## config.mk

```make
export PLATFORM = sky130hd
export DESIGN_NAME = booth_pp_accumulator
export DESIGN_NICKNAME = d
export VERILOG_FILES = /design/src/rtl/booth_pp_accumulator_pkg.sv /design/src/rtl/booth_pp_select.sv /design/src/rtl/booth_pp_accumulator.sv
export SDC_FILE = /design/constraint.sdc
export NUM_CORES = 1
export LEC_CHECK = 0
export CORE_ASPECT_RATIO = 0.75
export CORE_MARGIN = 2
export CORE_UTILIZATION = 55
export DETAILED_ROUTE_END_ITERATION = 6
export GPL_TIMING_DRIVEN = 0
export HOLD_SLACK_MARGIN = 0.02
export PLACE_DENSITY = 0.95
export SLEW_MARGIN = 20
export SYNTH_ARGS = -nofsm -noshare
export SYNTH_HDL_FRONTEND = slang
export SYNTH_SLANG_ARGS = --single-unit
export TNS_END_PERCENT = 30
```

## constraint.sdc

```tcl
create_clock -name clk -period 9.98 [get_ports clk]
set_clock_uncertainty 0.15 [all_clocks]
set_input_delay 2.994 -clock clk [delete_from_list [all_inputs] [get_ports clk]]
set_output_delay 2.994 -clock clk [all_outputs]
set_load 0.05 [all_outputs]
```

## src/rtl/booth_pp_accumulator_pkg.sv

```systemverilog
// Shared constants for the Booth partial-product accumulator: operand width,
// FSM encodings, NUM_PP derivation. Optional macro: BOOTH_ACC_TWO_PER_CYCLE_EN.
`ifndef WIDTH_DATA
`define WIDTH_DATA 16
`endif

package booth_pp_accumulator_pkg;

    localparam int unsigned WIDTH_DATA_DEFAULT = `WIDTH_DATA;

    localparam logic [1:0] ST_IDLE = 2'd0;
    localparam logic [1:0] ST_ACC  = 2'd1;
    localparam logic [1:0] ST_DONE = 2'd2;

`ifdef BOOTH_ACC_TWO_PER_CYCLE_EN
    localparam int unsigned PP_PER_CYCLE = 2;
`else
    localparam int unsigned PP_PER_CYCLE = 1;
`endif

    // Radix-4 Booth yields one partial product per two multiplier bits
    function automatic int unsigned num_pp_of(input int unsigned width_data);
        return width_data / 2;
    endfunction

endpackage

```

## src/rtl/booth_pp_select.sv

```systemverilog
// Partial-product mux: picks pp_reg[idx] (and pp_reg[idx+1] when
// BOOTH_ACC_TWO_PER_CYCLE_EN is defined) out of the packed register.
module booth_pp_select
    import booth_pp_accumulator_pkg::*;
#(
    parameter int unsigned PP_W   = 32,
    parameter int unsigned NUM_PP = 8,
    parameter int unsigned IDX_W  = 4
) (
    input  logic [PP_W*NUM_PP-1:0] pp_reg,
    input  logic [IDX_W-1:0]       idx,
`ifdef BOOTH_ACC_TWO_PER_CYCLE_EN
    output logic [PP_W-1:0]        pp_b_c,
`endif
    output logic [PP_W-1:0]        pp_a_c
);

    // Out-of-range idx (after the last add) selects zero
    always_comb begin
        pp_a_c = '0;
        for (int k = 0; k < int'(NUM_PP); k++) begin
            if (idx == IDX_W'(k)) begin
                pp_a_c = pp_reg[k*PP_W +: PP_W];
            end
        end
    end

`ifdef BOOTH_ACC_TWO_PER_CYCLE_EN
    always_comb begin
        pp_b_c = '0;
        for (int k = 0; k < int'(NUM_PP) - 1; k++) begin
            if (idx == IDX_W'(k)) begin
                pp_b_c = pp_reg[(k+1)*PP_W +: PP_W];
            end
        end
    end
`endif

endmodule

```

## src/rtl/booth_pp_accumulator.sv

```systemverilog
// Sums a captured bus of Booth partial products into a signed product over
// several cycles. Optional macro: BOOTH_ACC_TWO_PER_CYCLE_EN (two adds/cycle).
module booth_pp_accumulator
    import booth_pp_accumulator_pkg::*;
#(
    parameter int unsigned WIDTH_DATA = `WIDTH_DATA,
    parameter int unsigned NUM_PP     = num_pp_of(WIDTH_DATA)
) (
    input  logic                           clk,
    input  logic                           rst_n,
    input  logic                           in_valid,
    output logic                           in_ready,
    input  logic [WIDTH_DATA*2*NUM_PP-1:0] pp,
    output logic                           out_valid,
    input  logic                           out_ready,
    output logic [2*WIDTH_DATA-1:0]        product,
    output logic                           busy
);

    localparam int unsigned PP_W     = 2 * WIDTH_DATA;
    localparam int unsigned BUS_W    = PP_W * NUM_PP;
    localparam int unsigned IDX_W    = $clog2(NUM_PP + 1);
    localparam logic [IDX_W-1:0] LAST_IDX = IDX_W'(NUM_PP - PP_PER_CYCLE);
    localparam logic [IDX_W-1:0] IDX_STEP = IDX_W'(PP_PER_CYCLE);

`ifdef BOOTH_ACC_TWO_PER_CYCLE_EN
    if (NUM_PP % 2 != 0) begin : g_num_pp_odd
        $error("NUM_PP must be even for two partial products per cycle");
    end
`endif

    logic [1:0]       state, state_nxt;
    logic [PP_W-1:0]  acc, acc_nxt;
    logic [IDX_W-1:0] idx, idx_nxt;
    logic [BUS_W-1:0] pp_reg, pp_reg_nxt;
    logic             in_ready_nxt, out_valid_nxt, busy_nxt;
    logic [PP_W-1:0]  pp_a_c;
    logic [PP_W-1:0]  add_c;

`ifdef BOOTH_ACC_TWO_PER_CYCLE_EN
    logic [PP_W-1:0]  pp_b_c;

    booth_pp_select #(
        .PP_W   (PP_W),
        .NUM_PP (NUM_PP),
        .IDX_W  (IDX_W)
    ) u_select (
        .pp_reg (pp_reg),
        .idx    (idx),
        .pp_b_c (pp_b_c),
        .pp_a_c (pp_a_c)
    );

    assign add_c = pp_a_c + pp_b_c;
`else
    booth_pp_select #(
        .PP_W   (PP_W),
        .NUM_PP (NUM_PP),
        .IDX_W  (IDX_W)
    ) u_select (
        .pp_reg (pp_reg),
        .idx    (idx),
        .pp_a_c (pp_a_c)
    );

    assign add_c = pp_a_c;
`endif

    // State register and all registered outputs
    always_ff @(posedge clk) begin
        if (!rst_n) begin
            state     <= ST_IDLE;
            acc       <= '0;
            idx       <= '0;
            pp_reg    <= '0;
            in_ready  <= 1'b1;
            out_valid <= 1'b0;
            busy      <= 1'b0;
        end else begin
            state     <= state_nxt;
            acc       <= acc_nxt;
            idx       <= idx_nxt;
            pp_reg    <= pp_reg_nxt;
            in_ready  <= in_ready_nxt;
            out_valid <= out_valid_nxt;
            busy      <= busy_nxt;
        end
    end

    // Next-state and next-output logic; sums wrap modulo 2^PP_W
    always_comb begin
        state_nxt     = state;
        acc_nxt       = acc;
        idx_nxt       = idx;
        pp_reg_nxt    = pp_reg;
        in_ready_nxt  = in_ready;
        out_valid_nxt = out_valid;
        busy_nxt      = busy;
        case (state)
            ST_IDLE: begin
                if (in_valid && in_ready) begin
                    pp_reg_nxt   = pp;
                    acc_nxt      = '0;
                    idx_nxt      = '0;
                    state_nxt    = ST_ACC;
                    in_ready_nxt = 1'b0;
                    busy_nxt     = 1'b1;
                end
            end
            ST_ACC: begin
                acc_nxt = acc + add_c;
                idx_nxt = idx + IDX_STEP;
                if (idx == LAST_IDX) begin
                    state_nxt     = ST_DONE;
                    out_valid_nxt = 1'b1;
                end
            end
            ST_DONE: begin
                if (out_ready) begin
                    state_nxt     = ST_IDLE;
                    out_valid_nxt = 1'b0;
                    busy_nxt      = 1'b0;
                    in_ready_nxt  = 1'b1;
                end
            end
            default: begin
                state_nxt     = ST_IDLE;
                out_valid_nxt = 1'b0;
                busy_nxt      = 1'b0;
                in_ready_nxt  = 1'b1;
            end
        endcase
    end

    assign product = acc;

endmodule

```

Yosys cells after proc, flatten, opt, wreduce, memory -nomap -nowiden
Cells that the tools add are included.
{"block": "totals", "regBits": 297}
{"block": "op_classes", "add_sub_neg": 2, "eq_ne": 12, "muxes": 24, "bitwise_logic": 2, "n_reduce_logical": 9}
{"operator": "32-bit 2-to-1 mux", "n": 9}
{"operator": "32-bit case mux with 2 select lines", "n": 1}
{"operator": "32-bit adder", "n": 1}
{"operator": "4-bit by 3-bit == test with 1-bit output, second input constant", "n": 4}
{"operator": "1-bit case mux with 3 select lines", "n": 3}
{"operator": "3-bit AND reduction", "n": 3}
{"operator": "4-bit by 2-bit == test with 1-bit output, second input constant", "n": 2}
{"operator": "4-bit case mux with 2 select lines", "n": 1}
{"operator": "2-bit 2-to-1 mux", "n": 3}
{"operator": "2-bit inequality test, second input constant", "n": 3}
{"operator": "2-bit case mux with 3 select lines", "n": 1}
{"operator": "1-bit 2-to-1 mux", "n": 5}
{"operator": "4-bit by 1-bit adder with 4-bit output, second input constant", "n": 1}
{"operator": "4-bit by 1-bit == test with 1-bit output, second input constant", "n": 1}
{"operator": "4-bit zero test", "n": 1}
{"operator": "4-bit 2-to-1 mux", "n": 1}
{"operator": "2-bit AND reduction", "n": 2}
{"operator": "2-bit by 1-bit == test with 1-bit output, second input constant", "n": 1}
{"operator": "2-bit == test, second input constant", "n": 1}
{"operator": "2-bit zero test", "n": 1}
{"operator": "1-bit inverter", "n": 2}
{"operator": "2-bit nonzero test", "n": 1}
{"operator": "1-bit logical AND", "n": 1}

Depth between registers and ports, before layout
{"block": "logic_depth", "word_depth": 11, "depth_mapped": 20}

By module
Synthesis repeated with hierarchy kept, for this count alone.
{"block": "hier_totals", "hier_cells": 1775, "area_unflattened_um2": 14818.0}
{"mod": "booth_pp_accumulator", "n_inst": 1, "cells_per_inst": 1510, "area_per_inst_um2": 12409.4, "seq_area_each_um2": 5945.7}
{"mod": "booth_pp_select", "n_inst": 1, "cells_per_inst": 265, "area_per_inst_um2": 2408.6, "seq_area_each_um2": 0.0}

Worst setup path after synthesis
No wires, ideal clock.
{"block": "synth_timing", "path_type": "in2reg", "startpoint": "input port in_valid", "endpoint": "register acc[28] (netlist: product[28])", "setup_ns": 0.120, "arrival_ns": 4.293, "slack_ns": 5.418, "cell_stages": 7, "n_path_buf": 2, "cell_sequence": "nand2b_1 or3b_1 clkbuf_1 and3_1 clkbuf_1 a22o_1 a211o_1"}
{"block": "synth_via", "elab_chain_cells": 3}
{"item": "start, declared", "line": "booth_pp_accumulator.sv:11", "text": "input logic in_valid,"}
{"item": "1-bit logical AND", "line": "booth_pp_accumulator.sv:101", "text": "if (in_valid && in_ready) begin"}
{"item": "2-bit inequality test (no source line)"}
{"item": "2-bit AND reduction (no source line)"}
{"item": "end signal, assigned", "line": "booth_pp_accumulator.sv:81", "text": "acc <= acc_nxt;"}
{"item": "end, declared", "line": "booth_pp_accumulator.sv:33", "text": "logic [PP_W-1:0] acc, acc_nxt;"}
Every way passes these cells.
A chain may end at the register's enable or synchronous reset.

Worst setup path after layout
{"block": "layout_timing", "startpoint": "register idx[0]", "endpoint": "register acc[20] (netlist: product[20])"}
{"block": "layout_via", "elab_chain_cells": 11, "word_cells_on_any_way": 18, "cone_classes": "1 x add/sub; 7 x eq/ne; 9 x mux; 1 x reduce/logical"}
{"item": "start, declared", "line": "booth_pp_accumulator.sv:34", "text": "logic [IDX_W-1:0] idx, idx_nxt;"}
{"item": "start signal, assigned", "line": "booth_pp_accumulator.sv:82", "text": "idx <= idx_nxt;"}
{"item": "4-bit zero test", "line": "booth_pp_select.sv:22", "text": "if (idx == IDX_W'(k)) begin"}
{"item": "32-bit 2-to-1 mux (7 in series)", "line": "booth_pp_select.sv:22"}
{"item": "32-bit 2-to-1 mux *", "line": "booth_pp_select.sv:22"}
{"item": "32-bit adder *", "line": "booth_pp_accumulator.sv:111", "text": "acc_nxt = acc + add_c;"}
{"item": "32-bit case mux with 2 select lines *", "line": "booth_pp_accumulator.sv:99", "text": "case (state)"}
Every way passes the cells marked *; elsewhere a longest branch is shown, timed or not.

==> results.yml <==
cells_and_area:
  nNetsFinal: 2496
  largest_register_ffs: 256
  ff_latch_area_sq_mm: 0.00595
  multi_input_area_sq_mm: 0.00796
  nFillCells: 2045
  area_delta_synth_final_pct: 30.2
  layout-drive-gt1-share_pct: 2.48
global_routing:
  grt_pass1_vias: 14599
  grt_pass1_wl_mm: 77.2
  grt_antenna_before_repair: 2
  grt_max_degree: 15
  track_usage_pct: 36.0
  grt_overflow: 0
yosys:
  synth_top_area_share_pct: 41.0
  synth_most_common_cell: "nand2_1"
  synthTopCellsByArea: "dfxtp_1 41%, nand2_1 14%, a21boi_0 14%, a221oi_1 3.7%, ha_1 3.7%"
  synth_ff_type: "dfxtp_1"
  yosysWarnings: 0
  synth_top_area_cell: "dfxtp_1"
  syn_area_sq_mm: 0.0145
  synth-edff-count: 0
  synth.distinct_cells: 57
  synth_common_cells: "553 x nand2_1, 297 x dfxtp_1, 261 x a21boi_0, 139 x clkbuf_1, 114 x nor2_1"
  syn_area_per_cell_sq_um: 7.76
  ys_seq_elements: 297
  ys_seq_area_share_pct: 41.0
  syn_nets: 2171
  ys_async_sr_fraction_pct: 0
  synth_cells: 1867
die:
  start_util_pct: 55.9
  row_count: 51
  fp.dieW_microns: 191
  die_h_microns: 145
  io-pin-count: 295
  coreArea_sq_mm: 0.0259
  die_area_sq_mm: 0.0277
detailed_routing:
  drt-wirelength-per-cell_microns: 19.9
  vias: 15446
  ant_nets: 0
  drt_iter0_markers: 1710
  vias_per_cell: 6.03
  drc_errors: 0
  drt-pass1-iter-count: 6
  routed_wl_mm: 51.0
setup_path:
  start_kind: "flip-flop"
  path_max_fanout: 10
  slowest_stage: "nor3b_1"
  crit_type: "reg -> reg"
  end_kind: "flip-flop"
  required_ps: 10240
  cp_top_family: "compound AO/OA/AOI/OAI gates"
  cp.arrival_ps: 6200
  crit_buf_inv: 1
  cpPeakStageDelay_ps: 840
  path_cells: "ha_1, nor3b_1, clkbuf_1, a221oi_1, nor3_1, a221oi_1, a211oi_1, a21oi_1, a21oi_1, ha_1, fa_1, nand3_1, a2111oi_2, o311ai_1, a211oi_2, nor2b_1, o21ai_1, mux2i_1, o211ai_1"
place:
  hpwl_mm: 39.1
  port_buffers: 293
  gp_congestion: 0.951
clock_network:
  cts_made_buffers: 30
  cts_max_level: 1
  cts_resized: 0
  cts_buffer_depth: 3
  post_cts_buffers: 0
  cts.sinks: 297
  cts_tree: "done"
  clk_pin_slew_ps: 70
  holdBufCountCts: 0
  root_buffer: "clkbuf_16"
  clock_latency_ps: 560
sta:
  relSlewSlack_pct: 31.8
  setup_violations: 0
  clock.fmax_mhz: 168
  finalCriticalPeriod_ps: 5940
  finalSetupTns_ps: 0
  hold_violations: 0
  finalCritPeriodShare_pct: 59.5
  rsz0062_at_grt: "false"
  drv_slew: 0
  holdWs_ps: 313
  worstMarginPinSlew_ps: 1020
status:
  status: "completed"
power_and_ir_drop:
  powerDensity_mw_per_mm2: 160
  power_leakage_nw: 7.15
  ir_drop_uv: 133
worst_hold_path:
  min_path_type: "reg -> reg"
flow_run:
  maxCapViolCount: 0
layout by cell type (no fill, tap or decap), types with 3 or more instances in the layout:
| cell type | count |
|---|---|
| clkbuf_1 | 147 |
| nand2_1 | 553 |
| nor3b_1 | 7 |
| bufinv_16 | 3 |
| nor2b_1 | 8 |
| clkinv_2 | 6 |
| nor2_1 | 114 |
| inv_1 | 11 |
| and3_1 | 3 |
| clkbuf_16 | 31 |
| o21bai_1 | 4 |
| clkbuf_8 | 5 |
| clkdlybuf4s50_1 | 293 |
| o211ai_1 | 5 |
| nor4b_1 | 3 |
| o21ai_0 | 30 |
| buf_1 | 6 |
| a31oi_1 | 5 |
| nand4_1 | 3 |
| o21a_1 | 6 |
| nand3_1 | 28 |
| xnor2_1 | 13 |
| dfxtp_1 | 297 |
| ha_1 | 43 |
| a21o_1 | 13 |
| and2_1 | 21 |
| xor2_1 | 12 |
| o21ai_1 | 16 |
| a21boi_0 | 261 |
| a211oi_1 | 32 |
| nor3_1 | 43 |
| a221oi_1 | 62 |
| a21oi_1 | 95 |
where the power goes:
part | internal, W | switching [W] | total, W
sequential | 0.00126 | 0.0000451 | 0.00131
clock | 0.000681 | 0.000484 | 0.00116
combinational | 0.000227 | 0.000315 | 0.000542
metal layers:
metal  global-route usage [%]  vias to the layer above  wire [microns]
met3                     6.89                      171            6050
met2                     54.3                     1029           21600
li1                         -                     7064               -
met1                     50.3                     7182           21100
met5                        0                        -               0
met4                     15.1                        0            2280
kinds of logic after synthesis:
logic type               after synthesis  share of synthesized area, %
AND/OR/NAND/NOR                      795                          22.5
AO/OA/AOI/OAI                        548                          26.9
flip-flops                           297                          41.0
buffers and inverters                156                          4.04
adder cells (fa/ha/maj)               44                          3.85
XOR/XNOR                              25                          1.51
multiplexers                           2                         0.138
worst min-delay path, delay by kind of cell, from the launching register on:
| family | cells | cell delay [ps] |
|---|---|---|
| compound gates | 1 | 60 |
| flops | 1 | 310 |
| simple gates | 1 | 50 |
through the flow:
stage          setup slack (ps)  instance area (sq um)  utilization (%)  cells  total power [W]
6_report                   4040                  18900             72.8   2560          0.00301
5_1_grt                    3820                  18900             72.8   2559          0.00310
4_1_cts                    4280                  18900             72.8   2558          0.00299
3_5_place_dp               3800                  17900             68.9   2504          0.00185
3_3_place_gp               3810                  17900             68.9   2504          0.00183
2_1_floorplan              5420                  14500                -   1867          0.00160
worst paths after layout:
kind / start / end / cells after the start / slack (ps)
hold / removal: pp_reg[201]$_SDFFE_PN0P_ / pp_reg[201]$_SDFFE_PN0P_ / 2 / 310
setup / recovery: idx[0]$_SDFFE_PN0P_ / product[20]$_SDFFE_PN0P_ / 19 / 4040
hold reg to reg: pp_reg[201]$_SDFFE_PN0P_ / pp_reg[201]$_SDFFE_PN0P_ / 2 / 310
setup reg to reg: idx[0]$_SDFFE_PN0P_ / product[20]$_SDFFE_PN0P_ / 19 / 4040
layout make-up:
class / instances / share of cell area (%)
timing repair buffer: 293 / 15.6
buffer: 145 / 2.89
clock buffer: 44 / 4.64
antenna: 2 / 0.0265
multi-input combinational: 1414 / 42.2
sequential: 297 / 31.5
tap: 344 / 2.28
clock inverter: 10 / 0.677
inverter: 11 / 0.219
Power figures use the tool's default switching activity.
